==> src/rtl/mux_scan_pkg.sv <==
// Shared types for the registered N:1 scan multiplexer.
package mux_pkg;

    typedef enum logic {
        MODE_DIRECT = 1'b0,
        MODE_SCAN   = 1'b1
    } mode_t;

    typedef enum logic [1:0] {
        ST_IDLE   = 2'd0,
        ST_DIRECT = 2'd1,
        ST_SCAN   = 2'd2
    } state_t;

endpackage

==> src/rtl/mux_scan_if.sv <==
// Channel bus between the sampled-source side and the mux_scan output consumer.
interface mux_scan_if
    import mux_pkg::*;
#(
    parameter int unsigned N = 8,
    parameter int unsigned W = 1
) ();
    localparam int unsigned SW = $clog2(N);

    logic          en;
    mode_t         mode;
    logic [SW-1:0] sel;
    logic [N*W-1:0] d;
    logic [W-1:0]  y;
    logic [SW-1:0] ch;
    logic          valid;
    logic          wrap;

    modport master (
        output en, mode, sel, d,
        input  y, ch, valid, wrap
    );

    modport slave (
        input  en, mode, sel, d,
        output y, ch, valid, wrap
    );

endinterface

==> src/rtl/mux_scan_counter.sv <==
// Round-robin scan position: channel index plus dwell count, wrapping at N-1.
module scan_counter
    import mux_pkg::*;
#(
    parameter int unsigned N     = 8,
    parameter int unsigned DWELL = 4
) (
    input  logic                 clk,
    input  logic                 reset,
    input  logic                 restart,
    input  logic                 step,
    output logic [$clog2(N)-1:0] pos,
    output logic                 last
);
    localparam int unsigned SW = $clog2(N);
    localparam int unsigned CW = $clog2(DWELL + 1);
    localparam logic [SW-1:0] LastPos = SW'(N - 1);
    localparam logic [CW-1:0] LastCnt = CW'(DWELL - 1);

    logic [SW-1:0] cur_q, cur_d;
    logic [CW-1:0] cnt_q, cnt_d, cnt_eff;

    // restart forces the effective position to (0,0) without touching the registers
    always_comb begin
        pos     = restart ? '0 : cur_q;
        cnt_eff = restart ? '0 : cnt_q;
        last    = (pos == LastPos) && (cnt_eff == LastCnt);
        cur_d   = cur_q;
        cnt_d   = cnt_q;
        if (step) begin
            if (cnt_eff == LastCnt) begin
                cnt_d = '0;
                cur_d = (pos == LastPos) ? '0 : pos + 1'b1;
            end else begin
                cnt_d = cnt_eff + 1'b1;
                cur_d = pos;
            end
        end
    end

    always_ff @(posedge clk or negedge reset) begin
        if (!reset) begin
            cur_q <= '0;
            cnt_q <= '0;
        end else begin
            cur_q <= cur_d;
            cnt_q <= cnt_d;
        end
    end

endmodule

==> src/rtl/mux_scan.sv <==
// Registered N:1 multiplexer with caller-selected (direct) and round-robin (scan) modes.
module mux_scan
    import mux_pkg::*;
#(
    parameter int unsigned N     = 8,
    parameter int unsigned W     = 1,
    parameter int unsigned DWELL = 4
) (
    input logic       clk,
    input logic       reset,
    mux_scan_if.slave bus
);
    localparam int unsigned SW = $clog2(N);
    localparam logic [SW:0] NumCh = (SW + 1)'(N);

    state_t        state_q;
    logic [W-1:0]  y_q;
    logic [SW-1:0] ch_q;
    logic          valid_q;
    logic          wrap_q;

    logic          scan_step;
    logic          restart;
    logic          last;
    logic          sel_ok;
    logic [SW-1:0] pos;
    logic [SW-1:0] idx;
    logic [W-1:0]  sample;

    assign scan_step = bus.en && (bus.mode == MODE_SCAN);
    // Any entry into scan from another state begins a fresh sweep at channel 0
    assign restart   = (state_q != ST_SCAN);

    scan_counter #(
        .N     (N),
        .DWELL (DWELL)
    ) u_counter (
        .clk     (clk),
        .reset   (reset),
        .restart (restart),
        .step    (scan_step),
        .pos     (pos),
        .last    (last)
    );

    always_comb begin
        idx    = (bus.mode == MODE_SCAN) ? pos : bus.sel;
        sel_ok = ({1'b0, bus.sel} < NumCh);
        sample = bus.d[idx*W +: W];
    end

    always_ff @(posedge clk or negedge reset) begin
        if (!reset) begin
            state_q <= ST_IDLE;
            y_q     <= '0;
            ch_q    <= '0;
            valid_q <= 1'b0;
            wrap_q  <= 1'b0;
        end else begin
            valid_q <= 1'b0;
            wrap_q  <= 1'b0;
            if (bus.en) begin
                if (bus.mode == MODE_SCAN) begin
                    state_q <= ST_SCAN;
                    y_q     <= sample;
                    ch_q    <= pos;
                    valid_q <= 1'b1;
                    wrap_q  <= last;
                end else begin
                    state_q <= ST_DIRECT;
                    // Out-of-range selects (non power-of-2 N) leave y/ch holding
                    if (sel_ok) begin
                        y_q     <= sample;
                        ch_q    <= bus.sel;
                        valid_q <= 1'b1;
                    end
                end
            end
        end
    end

    assign bus.y     = y_q;
    assign bus.ch    = ch_q;
    assign bus.valid = valid_q;
    assign bus.wrap  = wrap_q;

endmodule
==> src/flat_wrapper.sv <==
// flat-port wrapper written by rule: the top's interface ports become plain ports
module mux_scan_flat import mux_pkg::*;
#(
    parameter int unsigned N     = 8,
    parameter int unsigned W     = 1,
    parameter int unsigned DWELL = 4
)
  (clk, reset, bus_en, bus_mode, bus_sel, bus_d, bus_y, bus_ch, bus_valid, bus_wrap);
  mux_scan_if #(.N(N), .W(W)) bus_i ();
  input logic clk;
  input logic reset;
  input wire logic [$bits(bus_i.en)-1:0] bus_en;
  input wire logic [$bits(bus_i.mode)-1:0] bus_mode;
  input wire logic [$bits(bus_i.sel)-1:0] bus_sel;
  input wire logic [$bits(bus_i.d)-1:0] bus_d;
  output wire logic [$bits(bus_i.y)-1:0] bus_y;
  output wire logic [$bits(bus_i.ch)-1:0] bus_ch;
  output wire logic [$bits(bus_i.valid)-1:0] bus_valid;
  output wire logic [$bits(bus_i.wrap)-1:0] bus_wrap;
  assign bus_i.en = bus_en;
  assign bus_i.mode = bus_mode;
  assign bus_i.sel = bus_sel;
  assign bus_i.d = bus_d;
  assign bus_y = bus_i.y;
  assign bus_ch = bus_i.ch;
  assign bus_valid = bus_i.valid;
  assign bus_wrap = bus_i.wrap;
  mux_scan #(.N(N), .W(W), .DWELL(DWELL)) u_core (.clk(clk), .reset(reset), .bus(bus_i));
endmodule
==> config.mk <==
export PLATFORM = sky130hd
export DESIGN_NAME = mux_scan_flat
export DESIGN_NICKNAME = d
export VERILOG_FILES = /design/src/rtl/mux_scan_pkg.sv /design/src/rtl/mux_scan_if.sv /design/src/rtl/mux_scan_counter.sv /design/src/rtl/mux_scan.sv /design/src/flat_wrapper.sv
export SDC_FILE = /design/constraint.sdc
export NUM_CORES = 1
export LEC_CHECK = 0
export CAP_MARGIN = 20
export CORE_UTILIZATION = 46
export DETAILED_ROUTE_END_ITERATION = 8
export GPL_ROUTABILITY_DRIVEN = 1
export PLACE_DENSITY = 0.84
export REMOVE_ABC_BUFFERS = 1
export SETUP_SLACK_MARGIN = 0.3
export SYNTH_ARGS = -nofsm -noshare
export SYNTH_HDL_FRONTEND = slang
export SYNTH_SLANG_ARGS = --single-unit
==> constraint.sdc <==
create_clock -name clk -period 2.1 [get_ports clk]
set_clock_uncertainty 0.05 [all_clocks]
set_input_delay 0.42 -clock clk [delete_from_list [all_inputs] [get_ports clk]]
set_output_delay 0.42 -clock clk [all_outputs]
set_load 0.02 [all_outputs]
==> results.md <==
| Parameter | Value | Unit |
|---|---|---|
| Number of I/O pins | 21 | - |
| ANT cells | 0 | - |
| EDFF count, synth | 0 | - |
| Required time of the critical path | 1630 | ps |
| Async set-or-reset flop fraction in the synthesized netlist | 100 | % |
| Measured slew at the worst slew-check pin | 610 | ps |
| Endpoint arrival time on the critical path | 1260 | ps |
| Yosys warns | 0 | - |
| Category of the worst setup path launch point | flip-flop | - |
| Number of instances in the synthesized netlist | 74 | - |
| Num rows | 14 | - |
| Post-DR wirelength/cell | 14.4 | µm |
| Setup repair after global routing missed its margin | no | - |
| Length of the first detailed-routing pass in iterations | 4 | - |
| Biggest area consumer among synthesized cells | sky130_fd_sc_hd__dfrtp_1 | - |
| Die ar. | 1810 | µm² |
| Synthesized area per cell | 10.2 | µm² |
| DR iter-0 viols | 15 | - |
| Global placer's final weighted congestion | 0.759 | - |
| Final hold violation count | 0 | - |
| Count of max-cap constraint violations | 0 | - |
| Total overflow reported by the global router | 0 | - |
| Number of nets in the layout | 119 | - |
| Worst Hold Launch | u_core.u_counter.cnt_q[0] | - |
| Worst Hold Path Cells | 1 | - |
| Clock latency of the later-clocked register in the worst-skew pair | 280 | ps |
| Buffers plus inverters on the worst setup path | 1 | - |
| Total routing usage reported by global routing | 19.9 | % |
| Clock root buffer master | sky130_fd_sc_hd__clkbuf_4 | - |
| Netlist cell types | 24 | - |
| Most common library cell in the layout ignoring fill and taps | sky130_fd_sc_hd__clkdlybuf4s50_1 | - |
| Portion of the clock cycle consumed by the worst path in the final layout | 82.5 | % |
| Slowest cell delay on critical path | 610 | ps |
| Top-area cell type share of the netlist area | 46.3 | % |
| Number of global-route vias before repair | 585 | - |
| Largest cells by area after synthesis | sky130_fd_sc_hd__dfrtp_1 46%, sky130_fd_sc_hd__mux2_2 8.9%, sky130_fd_sc_hd__o21ai_0 4.6%, sky130_fd_sc_hd__mux2i_1 4.0%, sky130_fd_sc_hd__nor2_1 3.5% | - |
| Run status | completed | - |
| Worst min-delay path class | reg -> reg | - |
| Master of the slowest instance on the critical path | sky130_fd_sc_hd__clkdlybuf4s50_1 | - |
| Filler cell count | 103 | - |
| Number of standard cells in the layout, taps in and fillers out | 117 | - |
| DR vias | 658 | - |
| Share of layout cells above drive strength 1 | 20.8 | % |
| Maximum level of the CTS H-tree | 1 | - |
| Maximum clock frequency | 577 | MHz |
| X dimension of the die | 42.6 | µm |
| Peak fanout along the critical path | 2 | - |
| Max-slew headroom at the worst pin | 59.2 | % |
| Cell Area, Placed | 1000 | µm² |
| Hold-fix buffers at CTS | 0 | - |
| Effective utilization at floorplan | 49.7 | % |
| CTS tree | built | - |
| Highest-count cells in the layout ignoring fill and taps | 19 x sky130_fd_sc_hd__clkdlybuf4s50_1, 14 x sky130_fd_sc_hd__dfrtp_1, 7 x sky130_fd_sc_hd__o21ai_0, 7 x sky130_fd_sc_hd__nor2_1 | - |
| Period minus WS final | 1730 | ps |
| P&R area growth vs syn | 38.5 | % |
| Largest delay share family, worst path | buffers and inverters | - |
| Number of port buffers | 20 | - |
| Fraction of the yosys area taken by sequential cells | 46.3 | % |
| ANT nets after route | 0 | - |
| Maximum number of pins on one net before global-route repair | 15 | - |
| Static leakage | 0.480 | nW |
| Number of vias per cell | 5.62 | - |
| Setup violations, final | 0 | - |
| Start-to-end type of the worst setup path | reg -> out | - |
| TritonCTS Sinks | 14 | - |
| Placeable core region | 1520 | µm² |
| Maximum clock insertion buffer count | 2 | - |
| Peak ir drop on the vdd network | 0.000536 | V |
| Wire length after detailed routing | 1680 | µm |
| Antenna violations before repair | 0 | - |
| Post-synth design cell area | 757 | µm² |
| Post-route standard cell area excluding fillers | 1050 | µm² |
| CTS buffer count | 3 | - |
| Critical-path cell list | clkdlybuf4s50_1 | - |
| Sort of element at the end of the critical path | primary output | - |
| Worst reg2reg path depth | 7 | - |
| First-pass GRT wire length | 2660 | µm |
| Dominant synthesized flop cell | sky130_fd_sc_hd__dfrtp_1 | - |
| Worst R2R End | u_core.u_counter.cur_q[1] | - |
| Post-CTS setup buffers | 0 | - |
| Clock slew seen by the registers of the worst setup and hold paths | 100 | ps |
| Half-perimeter wire length of the detailed placement result | 1220 | µm |
| Setup slack of the most critical reg-to-reg path | 410 | ps |
| Detailed-route DRC error count | 0 | - |
| Total power divided by cell area | 630 | nW/µm² |
| Terminating pin of the worst hold path | u_core.u_counter.cnt_q[0] | - |
| Placed Instances | 113 | - |
| Overall power | 0.660 | mW |
| Height of the chip | 42.6 | µm |
| Final number of max-transition violations | 0 | - |
| Register bit total from synthesis | 14 | - |
| Worst reg2reg path startpoint | u_core.state_q[0] | - |
-- sequential cells by signal (all words and copies together) (netlist names) --
| register | flops |
|---|---|
| u_core.bus.ch | 3 |
| u_core.u_counter.cur_q | 3 |
| u_core.u_counter.cnt_q | 3 |
| u_core.state_q | 2 |
| u_core.bus.y | 1 |
| u_core.bus.wrap | 1 |
| u_core.bus.valid | 1 |
-- power by group --
group	switching, mW	leakage [nW]	internal (mW)
combinational	0.0678	0.281	0.0810
sequential	0.0151	0.178	0.296
clock	0.0952	0.0210	0.105
-- metrics by stage --
| step | setup WS, ps | hold WS (ps) | utilization (%) | setup TNS [ps] |
|---|---|---|---|---|
| after detailed placement | -89.3 | 422 | 65.6 | -89.3 |
| after global placement | -9.01 | 429 | 65.6 | -9.01 |
| after global routing | 328 | 468 | 68.8 | 0 |
| final | 367 | 430 | 68.8 | 0 |
| after floorplan | 473 | 74.4 | - | 0 |
| after CTS | 334 | 437 | 67.9 | 0 |
-- repair_timing --
| item | CTS | global route |
|---|---|---|
| setup endpoints to repair | 1 | 2 |
| gates cloned | 0 | 0 |
| endpoints found under the hold margin | 0 | 0 |
| gates resized for setup | 1 | 3 |
-- cell type report --
type	instances	area, µm²	share of cell area, %
multi-input cells	52	383	36.5
flip-flops and latches	14	350	33.4
clock buffers	4	36.3	3.46
inverters	6	22.5	2.15
repair buffers	25	236	22.6
well taps	16	20.0	1.91
-- cell usage after synthesis, types with 2 or more instances --
cell type and count:
sky130_fd_sc_hd__nand2_1 3, sky130_fd_sc_hd__o22ai_1 2, sky130_fd_sc_hd__mux2_2 6, sky130_fd_sc_hd__inv_1 6, sky130_fd_sc_hd__nor2_1 7, sky130_fd_sc_hd__ha_1 2
sky130_fd_sc_hd__mux2i_1 3, sky130_fd_sc_hd__and2_1 3, sky130_fd_sc_hd__o21ai_0 7, sky130_fd_sc_hd__dfrtp_1 14, sky130_fd_sc_hd__a21oi_1 4, sky130_fd_sc_hd__and3_1 3
sky130_fd_sc_hd__nand3_1 3
-- layer usage --
| layer | global-route usage (%) | share of wire, % | up-vias |
|---|---|---|---|
| met5 | 0 | 0 | - |
| met4 | 6.88 | 1.4 | 0 |
| met3 | 3.02 | 3.9 | 6 |
| met2 | 33.5 | 52 | 22 |
| met1 | 25.8 | 43 | 318 |
| li1 | - | - | 312 |
-- worst max-delay path by stage --
| stage | depth (start not counted) | startpoint | end | slack [ps] |
|---|---|---|---|---|
| final | 1 | u_core.bus.ch[2] | bus_ch[2] | 370 |
| after global routing | 7 | u_core.state_q[0] | u_core.u_counter.cur_q[1] | 330 |
| after detailed placement | 6 | bus_mode | u_core.bus.y | -90 |
| after CTS | 7 | u_core.state_q[0] | u_core.u_counter.cur_q[1] | 330 |
| after floorplan | 4 | u_core.state_q[1] | u_core.bus.y | 470 |
| after global placement | 6 | bus_mode | u_core.bus.y | -9 |
-- cell families after synthesis --
family          after synthesis  share of synthesized area, %
simple gates                 25                          18.2
compound gates               16                          14.4
flops                        14                          46.3
mux                           9                          12.9
buf+inv                       8                          4.96
fa+ha+maj                     2                          3.31
No activity file was read; power rests on OpenSTA's default activity.
